**config.mk**
```make
export PLATFORM = sky130hd
export DESIGN_NAME = riscv_multi_ctrl
export DESIGN_NICKNAME = d
export VERILOG_FILES = /design/src/rtl/riscv_ctrl_pkg.sv /design/src/rtl/riscv_alu_dec.sv /design/src/rtl/riscv_multi_ctrl.sv
export SDC_FILE = /design/constraint.sdc
export NUM_CORES = 1
export LEC_CHECK = 0
export CORE_AREA = 2 2 60 62
export DETAILED_ROUTE_END_ITERATION = 12
export DIE_AREA = 0 0 62 64
export PLACE_DENSITY_LB_ADDON = 0.1
export REMOVE_ABC_BUFFERS = 1
export SYNTH_ARGS = -nofsm -noshare
export SYNTH_HDL_FRONTEND = slang
export SYNTH_SLANG_ARGS = --single-unit
```
**constraint.sdc**
```tcl
create_clock -name clk -period 1.95 [get_ports clk]
set_input_delay 0.39 -clock clk [delete_from_list [all_inputs] [get_ports clk]]
set_output_delay 0.39 -clock clk [all_outputs]
set_load 0.005 [all_outputs]
```
**src/rtl/riscv_ctrl_pkg.sv**
```systemverilog
// ============================================================================
// riscv_ctrl_pkg : shared encodings for the multi-cycle RV32I controller
// Revision 1.0
// ============================================================================
`default_nettype none

package riscv_ctrl_pkg;

  typedef enum logic [3:0] {
    S_FETCH    = 4'd0,
    S_DECODE   = 4'd1,
    S_MEMADR   = 4'd2,
    S_MEMREAD  = 4'd3,
    S_MEMWB    = 4'd4,
    S_MEMWRITE = 4'd5,
    S_EXECR    = 4'd6,
    S_EXECI    = 4'd7,
    S_ALUWB    = 4'd8,
    S_JAL      = 4'd9,
    S_JALR     = 4'd10,
    S_BRANCH   = 4'd11,
    S_LUI      = 4'd12,
    S_AUIPC    = 4'd13,
    S_TRAP     = 4'd14
  } state_t;

  localparam logic [3:0] ALU_ADD  = 4'd0;
  localparam logic [3:0] ALU_SUB  = 4'd1;
  localparam logic [3:0] ALU_AND  = 4'd2;
  localparam logic [3:0] ALU_OR   = 4'd3;
  localparam logic [3:0] ALU_XOR  = 4'd4;
  localparam logic [3:0] ALU_SLT  = 4'd5;
  localparam logic [3:0] ALU_SLTU = 4'd6;
  localparam logic [3:0] ALU_SLL  = 4'd7;
  localparam logic [3:0] ALU_SRL  = 4'd8;
  localparam logic [3:0] ALU_SRA  = 4'd9;

  localparam logic [6:0] OP_LOAD   = 7'b0000011;
  localparam logic [6:0] OP_STORE  = 7'b0100011;
  localparam logic [6:0] OP_R      = 7'b0110011;
  localparam logic [6:0] OP_I      = 7'b0010011;
  localparam logic [6:0] OP_JAL    = 7'b1101111;
  localparam logic [6:0] OP_JALR   = 7'b1100111;
  localparam logic [6:0] OP_BRANCH = 7'b1100011;
  localparam logic [6:0] OP_LUI    = 7'b0110111;
  localparam logic [6:0] OP_AUIPC  = 7'b0010111;

  localparam logic [2:0] IMM_I = 3'b000;
  localparam logic [2:0] IMM_S = 3'b001;
  localparam logic [2:0] IMM_B = 3'b010;
  localparam logic [2:0] IMM_J = 3'b011;
  localparam logic [2:0] IMM_U = 3'b100;

  localparam logic [1:0] RES_ALUOUT = 2'b00;
  localparam logic [1:0] RES_DATA   = 2'b01;
  localparam logic [1:0] RES_ALURES = 2'b10;

  // SRCA_ZERO lets LUI pass the immediate straight through an ADD.
  localparam logic [1:0] SRCA_PC    = 2'b00;
  localparam logic [1:0] SRCA_OLDPC = 2'b01;
  localparam logic [1:0] SRCA_RS1   = 2'b10;
  localparam logic [1:0] SRCA_ZERO  = 2'b11;

  localparam logic [1:0] SRCB_RS2  = 2'b00;
  localparam logic [1:0] SRCB_IMM  = 2'b01;
  localparam logic [1:0] SRCB_FOUR = 2'b10;

  localparam logic [1:0] ALUOP_ADD   = 2'b00;
  localparam logic [1:0] ALUOP_SUB   = 2'b01;
  localparam logic [1:0] ALUOP_FUNCT = 2'b10;

  localparam logic [1:0] CAUSE_NONE    = 2'b00;
  localparam logic [1:0] CAUSE_ILLEGAL = 2'b01;
  localparam logic [1:0] CAUSE_TIMEOUT = 2'b10;

  typedef struct packed {
    logic       adr_src;
    logic       mem_req;
    logic [1:0] result_src;
    logic [1:0] src_a;
    logic [1:0] src_b;
    logic [1:0] alu_op;
    logic       reg_write;
    logic       pc_write;
    logic       trap;
  } ctl_t;

  function automatic ctl_t moore_ctl(input state_t s);
    ctl_t c;
    c = '0;
    case (s)
      S_FETCH:    begin c.mem_req = 1'b1; c.src_a = SRCA_PC; c.src_b = SRCB_FOUR; c.result_src = RES_ALURES; end
      S_DECODE:   begin c.src_a = SRCA_OLDPC; c.src_b = SRCB_IMM; end
      S_MEMADR:   begin c.src_a = SRCA_RS1; c.src_b = SRCB_IMM; end
      S_MEMREAD,
      S_MEMWRITE: begin c.adr_src = 1'b1; c.mem_req = 1'b1; c.result_src = RES_ALUOUT; end
      S_MEMWB:    begin c.result_src = RES_DATA; c.reg_write = 1'b1; end
      S_EXECR:    begin c.src_a = SRCA_RS1; c.src_b = SRCB_RS2; c.alu_op = ALUOP_FUNCT; end
      S_EXECI:    begin c.src_a = SRCA_RS1; c.src_b = SRCB_IMM; c.alu_op = ALUOP_FUNCT; end
      S_ALUWB:    begin c.result_src = RES_ALUOUT; c.reg_write = 1'b1; end
      S_JAL:      begin c.src_a = SRCA_OLDPC; c.src_b = SRCB_FOUR; c.result_src = RES_ALUOUT; c.pc_write = 1'b1; end
      S_JALR:     begin c.src_a = SRCA_RS1; c.src_b = SRCB_IMM; c.result_src = RES_ALURES; c.pc_write = 1'b1; end
      S_BRANCH:   begin c.src_a = SRCA_RS1; c.src_b = SRCB_RS2; c.alu_op = ALUOP_SUB; c.result_src = RES_ALUOUT; end
      S_LUI:      begin c.src_a = SRCA_ZERO; c.src_b = SRCB_IMM; end
      S_AUIPC:    begin c.src_a = SRCA_OLDPC; c.src_b = SRCB_IMM; end
      S_TRAP:     c.trap = 1'b1;
      default:    c = '0;
    endcase
    return c;
  endfunction

  function automatic logic [2:0] imm_src(input logic [6:0] op);
    logic [2:0] r;
    case (op)
      OP_STORE:         r = IMM_S;
      OP_BRANCH:        r = IMM_B;
      OP_JAL:           r = IMM_J;
      OP_LUI, OP_AUIPC: r = IMM_U;
      default:          r = IMM_I;
    endcase
    return r;
  endfunction

endpackage

`default_nettype wire

```
**src/rtl/riscv_alu_dec.sv**
```systemverilog
// ============================================================================
// riscv_alu_dec : ALUOp/funct3/funct7b5 to ALUControl decode
// Revision 1.0
// ============================================================================
`default_nettype none

module riscv_alu_dec
  import riscv_ctrl_pkg::*;
(
  input  logic [1:0] alu_op_i,
  input  logic [2:0] funct3_i,
  input  logic       funct7b5_i,
  input  logic       rtype_i,
  output logic [3:0] alu_control_o
);

  always_comb begin
    alu_control_o = ALU_ADD;
    case (alu_op_i)
      ALUOP_ADD: alu_control_o = ALU_ADD;
      ALUOP_SUB: alu_control_o = ALU_SUB;
      default: begin
        case (funct3_i)
          // funct7b5 on an I-type ADDI is immediate data, so only R-type subtracts.
          3'b000:  alu_control_o = (rtype_i && funct7b5_i) ? ALU_SUB : ALU_ADD;
          3'b001:  alu_control_o = ALU_SLL;
          3'b010:  alu_control_o = ALU_SLT;
          3'b011:  alu_control_o = ALU_SLTU;
          3'b100:  alu_control_o = ALU_XOR;
          3'b101:  alu_control_o = funct7b5_i ? ALU_SRA : ALU_SRL;
          3'b110:  alu_control_o = ALU_OR;
          default: alu_control_o = ALU_AND;
        endcase
      end
    endcase
  end

endmodule

`default_nettype wire

```
**src/rtl/riscv_multi_ctrl.sv**
```systemverilog
// ============================================================================
// riscv_multi_ctrl : multi-cycle RV32I main FSM with memory wait and trap
// Revision 1.0
// ============================================================================
`default_nettype none

module riscv_multi_ctrl
  import riscv_ctrl_pkg::*;
#(
  parameter int MEM_WAIT_EN = 1,
  parameter int MEM_TIMEOUT = 0,
  parameter int TRAP_EN     = 1
) (
  input  logic       clk,
  input  logic       resetn,
  input  logic [6:0] op,
  input  logic [2:0] funct3,
  input  logic       funct7b5,
  input  logic       Zero,
  input  logic       Lt,
  input  logic       Ltu,
  input  logic       MemReady,
  output logic       PCWrite,
  output logic       IRWrite,
  output logic       MemWrite,
  output logic       RegWrite,
  output logic       AdrSrc,
  output logic       MemReq,
  output logic [1:0] ResultSrc,
  output logic [1:0] ALUSrcA,
  output logic [1:0] ALUSrcB,
  output logic [2:0] ImmSrc,
  output logic [3:0] ALUControl,
  output logic       Trap,
  output logic [1:0] TrapCause,
  output logic [3:0] State
);

  localparam int CNT_W = (MEM_TIMEOUT > 0) ? $clog2(MEM_TIMEOUT + 1) : 1;

  state_t           state_q, state_d, dispatch;
  ctl_t             ctl_q;
  logic [1:0]       cause_q, cause_d;
  logic [CNT_W-1:0] cnt_q, cnt_d;
  logic             mem_ready, in_mem, timeout, taken, illegal;

  assign mem_ready = (MEM_WAIT_EN != 0) ? MemReady : 1'b1;
  assign in_mem    = (state_q == S_FETCH) || (state_q == S_MEMREAD) || (state_q == S_MEMWRITE);
  // MemReady in the limit cycle wins: timeout needs the ready to be absent.
  assign timeout   = (MEM_TIMEOUT != 0) && in_mem && !mem_ready &&
                     (cnt_q == CNT_W'(MEM_TIMEOUT - 1));
  assign cnt_d     = ((MEM_TIMEOUT != 0) && in_mem && !mem_ready) ? cnt_q + 1'b1 : '0;

  always_comb begin
    illegal  = 1'b0;
    dispatch = S_FETCH;
    case (op)
      OP_LOAD, OP_STORE: dispatch = S_MEMADR;
      OP_R:              dispatch = S_EXECR;
      OP_I:              dispatch = S_EXECI;
      OP_JAL:            dispatch = S_JAL;
      OP_JALR:           if (funct3 == 3'b000) dispatch = S_JALR; else illegal = 1'b1;
      OP_BRANCH:         if (funct3[2:1] == 2'b01) illegal = 1'b1; else dispatch = S_BRANCH;
      OP_LUI:            dispatch = S_LUI;
      OP_AUIPC:          dispatch = S_AUIPC;
      default:           illegal = 1'b1;
    endcase
  end

  always_comb begin
    case (funct3)
      3'b000:  taken = Zero;
      3'b001:  taken = !Zero;
      3'b100:  taken = Lt;
      3'b101:  taken = !Lt;
      3'b110:  taken = Ltu;
      3'b111:  taken = !Ltu;
      default: taken = 1'b0;
    endcase
  end

  always_comb begin
    state_d = state_q;
    cause_d = cause_q;
    case (state_q)
      S_FETCH:    if (mem_ready) state_d = S_DECODE;
      S_DECODE: begin
        if (!illegal) begin
          state_d = dispatch;
        end else if (TRAP_EN != 0) begin
          state_d = S_TRAP;
          cause_d = CAUSE_ILLEGAL;
        end else begin
          state_d = S_FETCH;
        end
      end
      S_MEMADR:   state_d = (op == OP_STORE) ? S_MEMWRITE : S_MEMREAD;
      S_MEMREAD:  if (mem_ready) state_d = S_MEMWB;
      S_MEMWRITE: if (mem_ready) state_d = S_FETCH;
      S_EXECR, S_EXECI, S_JAL, S_JALR, S_LUI, S_AUIPC: state_d = S_ALUWB;
      S_MEMWB, S_ALUWB, S_BRANCH: state_d = S_FETCH;
      S_TRAP:     state_d = S_TRAP;
      default:    state_d = S_FETCH;
    endcase
    if (timeout) begin
      if (TRAP_EN != 0) begin
        state_d = S_TRAP;
        cause_d = CAUSE_TIMEOUT;
      end else begin
        state_d = S_FETCH;
      end
    end
  end

  // Moore outputs are registered from the next state so they line up with state_q.
  always_ff @(posedge clk or negedge resetn) begin
    if (!resetn) begin
      state_q <= S_FETCH;
      ctl_q   <= moore_ctl(S_FETCH);
      cause_q <= CAUSE_NONE;
      cnt_q   <= '0;
    end else begin
      state_q <= state_d;
      ctl_q   <= moore_ctl(state_d);
      cause_q <= cause_d;
      cnt_q   <= cnt_d;
    end
  end

  riscv_alu_dec u_alu_dec (
    .alu_op_i      (ctl_q.alu_op),
    .funct3_i      (funct3),
    .funct7b5_i    (funct7b5),
    .rtype_i       (op == OP_R),
    .alu_control_o (ALUControl)
  );

  assign IRWrite   = resetn && (state_q == S_FETCH) && mem_ready;
  assign MemWrite  = resetn && (state_q == S_MEMWRITE) && mem_ready;
  assign PCWrite   = resetn && (ctl_q.pc_write || ((state_q == S_FETCH) && mem_ready) ||
                                ((state_q == S_BRANCH) && taken));
  assign RegWrite  = ctl_q.reg_write;
  assign AdrSrc    = ctl_q.adr_src;
  assign MemReq    = ctl_q.mem_req;
  assign ResultSrc = ctl_q.result_src;
  assign ALUSrcA   = ctl_q.src_a;
  assign ALUSrcB   = ctl_q.src_b;
  assign ImmSrc    = imm_src(op);
  assign Trap      = ctl_q.trap;
  assign TrapCause = cause_q;
  assign State     = state_q;

endmodule

`default_nettype wire

```
; ---- After elaboration in Yosys (flattened, before gate mapping)
; Cells that the tools add are included.
[totals]
register_bits = 18
latch_bits = 0
mem_bits_rw = 0
romBits = 0
input_bits = 17
output_inout_bits = 26
elab_cells = 112
mem_count = 0
[classes]
add_sub_neg = 0
multipliers = 0
div = 0
n_lt_le_gt_ge = 0
n_eq_ne = 44
n_shift = 0
n_mux = 26
n_bitwise = 0
reduce_logical = 31
[op_table]
columns = operator, count
row1 = 4-bit one-hot mux with 7 select lines, 2
row2 = 4-bit equality test (second input constant), 13
row3 = 4-bit one-hot mux with 8 select lines, 1
row4 = 4-bit by 3-bit equality test with 1-bit output (second input constant), 7
row5 = 4-bit two-way mux, 6
row6 = 4-bit one-hot mux with 6 select lines, 1
row7 = 7-bit by 6-bit equality test with 1-bit output (second input constant), 3
row8 = 7-bit equality test (second input constant), 3
row9 = 2-bit OR reduction, 9
row10 = 4-bit by 2-bit equality test with 1-bit output (second input constant), 4
row11 = 7-bit by 5-bit equality test with 1-bit output (second input constant), 2
row12 = 3-bit equality test (second input constant), 4
row13 = 3-bit one-hot mux with 4 select lines, 1
row14 = 1-bit two-way mux, 9
row15 = 4-bit by 1-bit equality test with 1-bit output (second input constant), 2
row16 = 1-bit logical AND, 8
row17 = 4-bit logical NOT, 2
row18 = 2-bit one-hot mux with 2 select lines, 2
row19 = 4-bit one-hot mux with 2 select lines, 1
row20 = 7-bit by 2-bit equality test with 1-bit output (second input constant), 1
row21 = 7-bit OR reduction, 1
row22 = 3-bit by 2-bit equality test with 1-bit output (second input constant), 2
row23 = 1-bit one-hot mux with 6 select lines, 1
row24 = 3-bit OR reduction, 2
row25 = 10 further kinds, 14

; ---- Depth between registers and ports, before layout
; Gate-level depths: netlist of run 1.
[logic_depth]
depth_word = 8
mapped_depth = 9

; ---- Modules after synthesis
; From an unflattened synthesis of run 1, not the netlist that was laid out.
[unflattened]
cells_unflattened = 152
area_unflattened_um2 = 1342.5
[by_module_without_submodules]
columns = mod, n_inst, cells_per_inst, area_per_inst_um2
row1 = riscv_multi_ctrl, 1, 139, 1260.0
row2 = riscv_alu_dec, 1, 13, 82.6

; ---- Worst setup path after synthesis of run 1
; Ideal clock, no wire load.
[synth_timing]
path_type = input to register
from = input port op[3]
to = register ctl_q, in the netlist ALUSrcA[1]
setup_time_ns = 0.120
arrival_time_ns = 1.897
required_time_ns = 1.830
slack_ns = -0.066
stages = 8
n_path_buf = 2
cell_sequence = buf_6 > or3b_4 > o32a_1 > o41ai_2 > and2_4 > buf_8 > nand3_2 > a31o_1
[synth_between]
elab_chain_cells = 8
word_cells_on_any_way = 30
[synth_lines]
columns = item, line_no
row1 = from (decl), riscv_multi_ctrl.sv:16  ; input logic [6:0] op,
row2 = "7-bit by 6-bit equality test with 1-bit output, or another cell as far along", riscv_multi_ctrl.sv:57  ; case (op)
row3 = 7-bit OR reduction (no source line) / 2-bit OR reduction (equally long branches), n/a
row4 = 1-bit one-hot mux with 3 select lines / 4-bit one-hot mux with 8 select lines (equally long branches), riscv_multi_ctrl.sv:57
row5 = 4-bit two-way mux *, riscv_multi_ctrl.sv:88  ; if (!illegal) begin
row6 = 4-bit one-hot mux with 7 select lines *, riscv_multi_ctrl.sv:85  ; case (state_q)
row7 = via state_d[0], riscv_multi_ctrl.sv:41  ; state_t state_q, state_d, dispatch;
row8 = "4-bit equality test, or another cell as far along", riscv_ctrl_pkg.sv:91  ; case (s)
row9 = 3-bit OR reduction (no source line) / 2-bit OR reduction (equally long branches), n/a
row10 = 4-bit one-hot mux with 6 select lines *, riscv_ctrl_pkg.sv:91
row11 = to (signal assigned), riscv_multi_ctrl.sv:119  ; ctl_q <= moore_ctl(S_FETCH);
row12 = to (signal assigned), riscv_multi_ctrl.sv:124  ; ctl_q <= moore_ctl(state_d);
row13 = to (decl), riscv_multi_ctrl.sv:42  ; ctl_t ctl_q;
; The timed path passes the listed nets; every way through them passes the cells marked *.
; A chain may end at the register's enable or synchronous reset.

; ---- Worst setup path in the final report of run 1
[layout_timing]
from = input port op[4]
to = output port ALUControl[0]
[layout_between]
elab_chain_cells = 5
[layout_lines]
columns = item, line_no
row1 = 7-bit by 6-bit equality test with 1-bit output, riscv_multi_ctrl.sv:134  ; .rtype_i (op == OP_R),
row2 = 1-bit logical AND, riscv_alu_dec.sv:25  ; 3'b000: alu_control_o = (rtype_i && funct7b5_i) ? ALU_SUB : ALU_ADD;
row3 = 1-bit two-way mux, riscv_alu_dec.sv:25
row4 = 4-bit one-hot mux with 7 select lines, riscv_alu_dec.sv:23  ; case (funct3_i)
row5 = 4-bit one-hot mux with 2 select lines, riscv_alu_dec.sv:19  ; case (alu_op_i)
row6 = to (decl), riscv_multi_ctrl.sv:33  ; output logic [3:0] ALUControl,
; No other way between the ends.

==> results.sh, run 1 <==
export IMPL_rsz0062_at_grt="true"
export IMPL_drive_gt1_share_pct=56.1
export IMPL_cp_common_cell="buf_6"
export IMPL_num_rows=21
export IMPL_syn_cell_area_um2=1360
export IMPL_hold_class="reg2reg"
export IMPL_via_per_inst=5.25
export IMPL_place_hpwl_um=2770
export IMPL_p_total_mw=3.59
export IMPL_cts_tree="done"
export IMPL_final_nets=264
export IMPL_synth_edf_count=0
export IMPL_pwr_share_seq_pct=16.7
export IMPL_cp_end_kind="output port"
export IMPL_yosys_register_bits=18
export IMPL_antennaDiodeCount=0
export IMPL_synth_top_cell_area_share_pct=27.7
export IMPL_power_density_nw_per_um2=1440
export IMPL_slowest_delay_ps=270
export IMPL_setup_viol=7
export IMPL_die_width_um=62
export IMPL_routabilityCongestion=0.820
export IMPL_seq_area_frac_synth_pct=33.5
export IMPL_dp_cells=266
export IMPL_first_pass_iters=6
export IMPL_p_switching_mw=1.46
export IMPL_antenna_found_initial=0
export IMPL_p_leak_nw=1.11
export IMPL_yosysTopAreaCell="dfrtp_1"
export IMPL_post_route_util_pct=75.6
export IMPL_fmax_mhz=494
export IMPL_wl_um=4690
export IMPL_status="finished, violations left"
export IMPL_io_buffer_count=41
export IMPL_fin_crit_sh_pct=104
export IMPL_start_util_pct=41.3
export IMPL_worstPathMaxFanout=2
export IMPL_vias=1532
export IMPL_coreArea_um2=3280
export IMPL_wl_per_cell_um=16.1
export IMPL_worstPathCellList="buf_6, or3b_4, nor2_4, a31o_4, a221oi_2, a21oi_1, mux2_4, buf_6"
export IMPL_grt_max_degree=19
export IMPL_pwr_share_comb_pct=76.9
export IMPL_clock_latency_ps=300
export IMPL_drv_cap=0
export IMPL_crit_family="compound AO/OA/AOI/OAI gates"
export IMPL_clk_pin_slew_worst_paths_ps=100
export IMPL_fin_ws_ps=-75.9
export IMPL_grt_ovfl_total=0
export IMPL_drv_slew=0
export IMPL_die_h_um=64
export IMPL_drt_iter0_drc=47
export IMPL_syn_inst=158
export IMPL_pwr_share_clk_pct=6.4
export IMPL_p_int_mw=2.12
export IMPL_critPathRequiredTime_ps=1560
export IMPL_grt_pass1_wl_um=6650
export IMPL_fillers=229
export IMPL_cts_root_buf="clkbuf_4"
export IMPL_finClkSkew_ps=7.04
export IMPL_hold_violations=0
export IMPL_yosysWarnings=0
export IMPL_ant_nets=0
export IMPL_critPathKind="in2out"
export IMPL_sw_frac_of_total_pct=40.7
export IMPL_grt_pass1_vias=1499
export IMPL_drc=0
export IMPL_clk_path_buf_depth=2
export IMPL_critPathSlowestCell="mux2_4"
export IMPL_cp_num_buf_inv=2
export IMPL_crit_arrival_ps=1640
export IMPL_synthFlopType="dfrtp_1"
export IMPL_synth_cell_type_count=57
export IMPL_grt_usage_pct=21.7
export IMPL_ir_drop_v=0.00114
export IMPL_violations="setup timing"
export IMPL_cts_sinks=18
export IMPL_ys_top_cells_by_area="dfrtp_1 28%, dfstp_2 5.8%, nor3_1 4.4%"
export IMPL_htreeDepth=1
export IMPL_min_period_ps=2030
export IMPL_syn_to_final_growth_pct=83.3
export IMPL_die_area_um2=3970
export IMPL_critPathLaunchType="input port"
export IMPL_synth_avg_cell_area_um2=8.58
export IMPL_ios=43
export IMPL_fin_cells=292
export IMPL_synth_async_reset_ratio_pct=100
export IMPL_cts_buffers=3
power by group through the flow:
stage	clock (mW)	combinational, mW	sequential [mW]
after floorplan	0	0.799	0.663
after global routing	0.247	2.92	0.611
after CTS	0.232	2.13	0.586
after detailed placement	0	1.74	0.611
final	0.230	2.76	0.597
after global placement	0	1.72	0.608
path summary, 6_finish.rpt:
check | cells past startpoint | from | to | slack (ps)
worst max-delay path | 8 | op[4] | ALUControl[0] | -80
worst min-delay path | 1 | TrapCause[0] | TrapCause[0] | 490
worst max register to register | 9 | State[2] | MemReq | -30
worst min register to register | 1 | TrapCause[0] | TrapCause[0] | 490
max in group asynchronous | 2 | resetn | ResultSrc[1] | 1150
min in group asynchronous | 2 | resetn | ALUSrcA[1] | 540
cell usage after synthesis (all sizes together) (6+ instances only):
cell	count
o21ai	9
nand3b	6
nor3	13
nor2	10
inv	6
nand2	10
buf	13
a21oi	6
xnor2	6
clkbuf	7
dfrtp	15
cell usage in the layout, fill, tap and decap left out, types with 6 or more instances in the layout:
cell             instances
dlygate4sd2_1            7
nor3_2                   8
buf_4                   48
buf_6                   17
nor2_1                   6
nand3b_1                 6
clkdlybuf4s50_1         17
clkbuf_2                10
nand2_1                  6
dfrtp_1                 14
routing by layer:
metal	GRT usage [%]	part of all wire, %	wire [um]	vias up
li1	-	-	-	739
met1	27.7	40	1880	752
met2	37.6	56	2610	31
met3	2.02	2.5	118	10
met4	6.38	1.6	76	0
met5	0	0	0	-
state kept, by name, summed over array words and instances (netlist names):
name and flops:
TrapCause 1, Trap 1, ALUSrcA 2, ALUSrcB 2, ResultSrc 2, AdrSrc 1, RegWrite 1, MemReq 1
ctl_q 3, State 4
area by class of cell:
| class | count | area, um2 | share of cell area [%] |
|---|---|---|---|
| repair buffers | 103 | 858 | 34.6 |
| well taps | 46 | 57.6 | 2.32 |
| flip-flops and latches | 18 | 455 | 18.3 |
| clock buffers | 4 | 36.3 | 1.46 |
| inverters | 6 | 27.5 | 1.11 |
| multi-input cells | 115 | 1050 | 42.2 |
per-stage QoR:
stage               hold slack, ps  instance area, um2  TNS (ps)  setup WS, ps
floorplan                     94.4                1230         0          66.4
global placement               455                2010    -11530          -799
detailed placement             464                2010    -11900          -838
CTS                            488                2250      -210          -176
global route                   515                2480      -822          -118
finish                         491                2480      -133         -75.9
logic make-up after synthesis:
kind of cell	Yosys count	share of synthesized area, %
AOI/OAI and AO/OA	37	19.4
and+or+nand+nor	67	29.8
DFF	18	33.5
muxes	3	2.31
buffers and inverters	26	10.8
other	1	0.277
xor gates and xnor gates	6	3.88
what timing repair did:
item / in CTS / in global routing
hold buffers: 0 / 0
gates resized for setup: 75 / 65
setup buffers: 13 / 9
cloned: 1 / 0
setup endpoints to repair: 25 / 17
pin swaps: 13 / 28
(Power assumes the default switching activity.)
==> run 2: changes to the inputs <==
--- a/config.mk
+++ b/config.mk
@@ -9,6 +9,7 @@
 export DETAILED_ROUTE_END_ITERATION = 12
 export DIE_AREA = 0 0 62 64
 export PLACE_DENSITY_LB_ADDON = 0.1
+export RECOVER_POWER = 100
 export REMOVE_ABC_BUFFERS = 1
 export SYNTH_ARGS = -nofsm -noshare
 export SYNTH_HDL_FRONTEND = slang
==> run 2 against run 1 <==
  * The flow still finishes with violations (setup timing)
  * First-iteration DRC count rose by 4.3%
  * Sequential power is 1% lower
  * Non-clock buffer count stayed put
  * Utilization shrank 0.65 points
  * Highest routed layer unchanged
  * Clock skew down 0.95 ps
  * Sequential share of layout area up 0.16 points
==> results.sh, run 2 (synthesis results as in run 1) <==
export IMPL_status="finished, violations left"
export IMPL_violations="setup timing"
export IMPL_num_rows=21
export IMPL_via_per_inst=5.22
export IMPL_cp_common_cell="buf_6"
export IMPL_slowest_delay_ps=270
export IMPL_syn_to_final_growth_pct=81.7
export IMPL_clock_latency_ps=300
export IMPL_grt_usage_pct=21.7
export IMPL_cts_root_buf="clkbuf_4"
export IMPL_tightest_slew_ps=951
export IMPL_setup_tns_ps=-126
export IMPL_slew_limit_headroom_pct=36.6
export IMPL_critPathSlowestCell="mux2_4"
export IMPL_p_total_mw=3.55
export IMPL_whs_path_depth=1
export IMPL_antenna_found_initial=0
export IMPL_first_pass_iters=4
export IMPL_drt_iter0_drc=49
export IMPL_min_period_ps=2030
export IMPL_critPathLaunchType="input port"
export IMPL_grt_ovfl_total=0
export IMPL_fin_crit_sh_pct=104
export IMPL_drive_gt1_share_pct=54.5
export IMPL_rsz0062_at_grt="true"
export IMPL_cts_tree="done"
export IMPL_wl_um=4660
export IMPL_wl_per_cell_um=16.0
export IMPL_clk_pin_slew_worst_paths_ps=100
export IMPL_hp_start="TrapCause[0]"
export IMPL_die_width_um=62
export IMPL_coreArea_um2=3280
export IMPL_grt_pass1_wl_um=6650
export IMPL_cts_sinks=18
export IMPL_cp_num_buf_inv=2
export IMPL_ant_nets=0
export IMPL_hold_class="reg2reg"
export IMPL_vias=1524
export IMPL_drv_slew=0
export IMPL_setup_viol=5
export IMPL_hold_violations=0
export IMPL_r2r_start="State[2]"
export IMPL_io_buffer_count=41
export IMPL_drc=0
export IMPL_grt_max_degree=19
export IMPL_grt_pass1_vias=1499
export IMPL_die_h_um=64
export IMPL_cp_end_kind="output port"
export IMPL_critPathRequiredTime_ps=1560
export IMPL_fmax_mhz=494
export IMPL_finClkSkew_ps=6.09
export IMPL_power_density_nw_per_um2=1440
export IMPL_worstRegToRegCells=9
export IMPL_ios=43
export IMPL_drv_cap=0
export IMPL_final_cell_mix="46 x buf_4, 16 x buf_6, 14 x dfrtp_1"
export IMPL_rrSetupSlack_ps=-30
export IMPL_start_util_pct=41.3
export IMPL_place_hpwl_um=2770
export IMPL_htreeDepth=1
export IMPL_final_nets=264
export IMPL_clk_path_buf_depth=2
export IMPL_antennaDiodeCount=0
export IMPL_crit_family="compound AO/OA/AOI/OAI gates"
export IMPL_min_to="TrapCause[0]"
export IMPL_crit_arrival_ps=1640
export IMPL_routabilityCongestion=0.820
export IMPL_final_common_cell="buf_4"
export IMPL_cts_buffers=3
export IMPL_worstPathCellList="buf_6, or3b_4, nor2_4, a31o_4, a221oi_2, a21oi_1, mux2_4, buf_6"
export IMPL_cts_hold_buf=0
export IMPL_worstPathMaxFanout=2
export IMPL_fin_ws_ps=-76.1
export IMPL_largest_reg_flops=4
export IMPL_die_area_um2=3970
export IMPL_ir_drop_v=0.00113
export IMPL_p_leak_nw=1.12
export IMPL_critPathKind="in2out"
export IMPL_regToRegEndpoint="MemReq"
## run 2: cell types whose count changed in the layout (fill, tap and decap cells not counted), moves of 2 or more
cell and delta:
buf_4 -2, clkbuf_1 +2, clkdlybuf4s50_1 -10, dlygate4sd3_1 +10
## run 2: timing repair
item	in CTS	in global routing
pin swaps	13	28
setup endpoints to repair	25	17
gates cloned	1	0
resized for setup	75	65
setup buffers	13	9
## run 2: worst max path at each step
stage                         from             to  slack, ps  depth (start not counted)
final                        op[4]  ALUControl[0]        -80                          8
after global routing         op[4]  ALUControl[0]       -120                          8
after global placement       op[4]  ALUControl[0]       -800                          8
after floorplan           State[2]     ALUSrcA[1]         70                          6
after detailed placement     op[4]  ALUControl[0]       -840                          8
after CTS                    op[4]  ALUControl[0]       -180                          8
## run 2: layer usage
layer	global-route usage (%)	wire, um	vias up
li1	-	-	742
met1	27.7	1850	749
met2	37.6	2630	26
met3	2.02	122	7
met4	6.38	61	0
met5	0	0	-
## run 2: through the flow
step | util [%] | hold slack, ps | setup slack (ps) | area, um2 | std cells
finish | 75.0 | 482 | -76.1 | 2460 | 292
global route | 75.0 | 509 | -118 | 2460 | 292
CTS | 68.5 | 488 | -176 | 2250 | 283
detailed placement | 61.1 | 464 | -838 | 2010 | 266
global placement | 61.1 | 455 | -799 | 2010 | 266
floorplan | - | 94.4 | 66.4 | 1230 | 138
## run 2: final cells by class
cell class,instances,area [um2]
fillers,235,822
flip-flops and latches,18,455
inverters,6,27.5
multi-input cells,115,1040
clock buffers,4,36.3
repair buffers,103,845
well taps,46,57.6
## run 2: power by group
| part | total (mW) | switching, mW | leakage, nW | internal [mW] |
|---|---|---|---|---|
| clock network | 0.230 | 0.115 | 0.0210 | 0.114 |
| logic | 2.73 | 1.28 | 0.868 | 1.46 |
| registers | 0.591 | 0.0616 | 0.226 | 0.529 |
## run 2: worst reg2reg max path, cell delays in order, from the launching register on
cell and delay [ps]:
dfrtp_1 410, buf_6 130, buf_6 120, or2_4 220, o32a_1 380, o41ai_4 90
buf_4 200, o211a_4 170, o21ai_2 80, a21oi_2 130
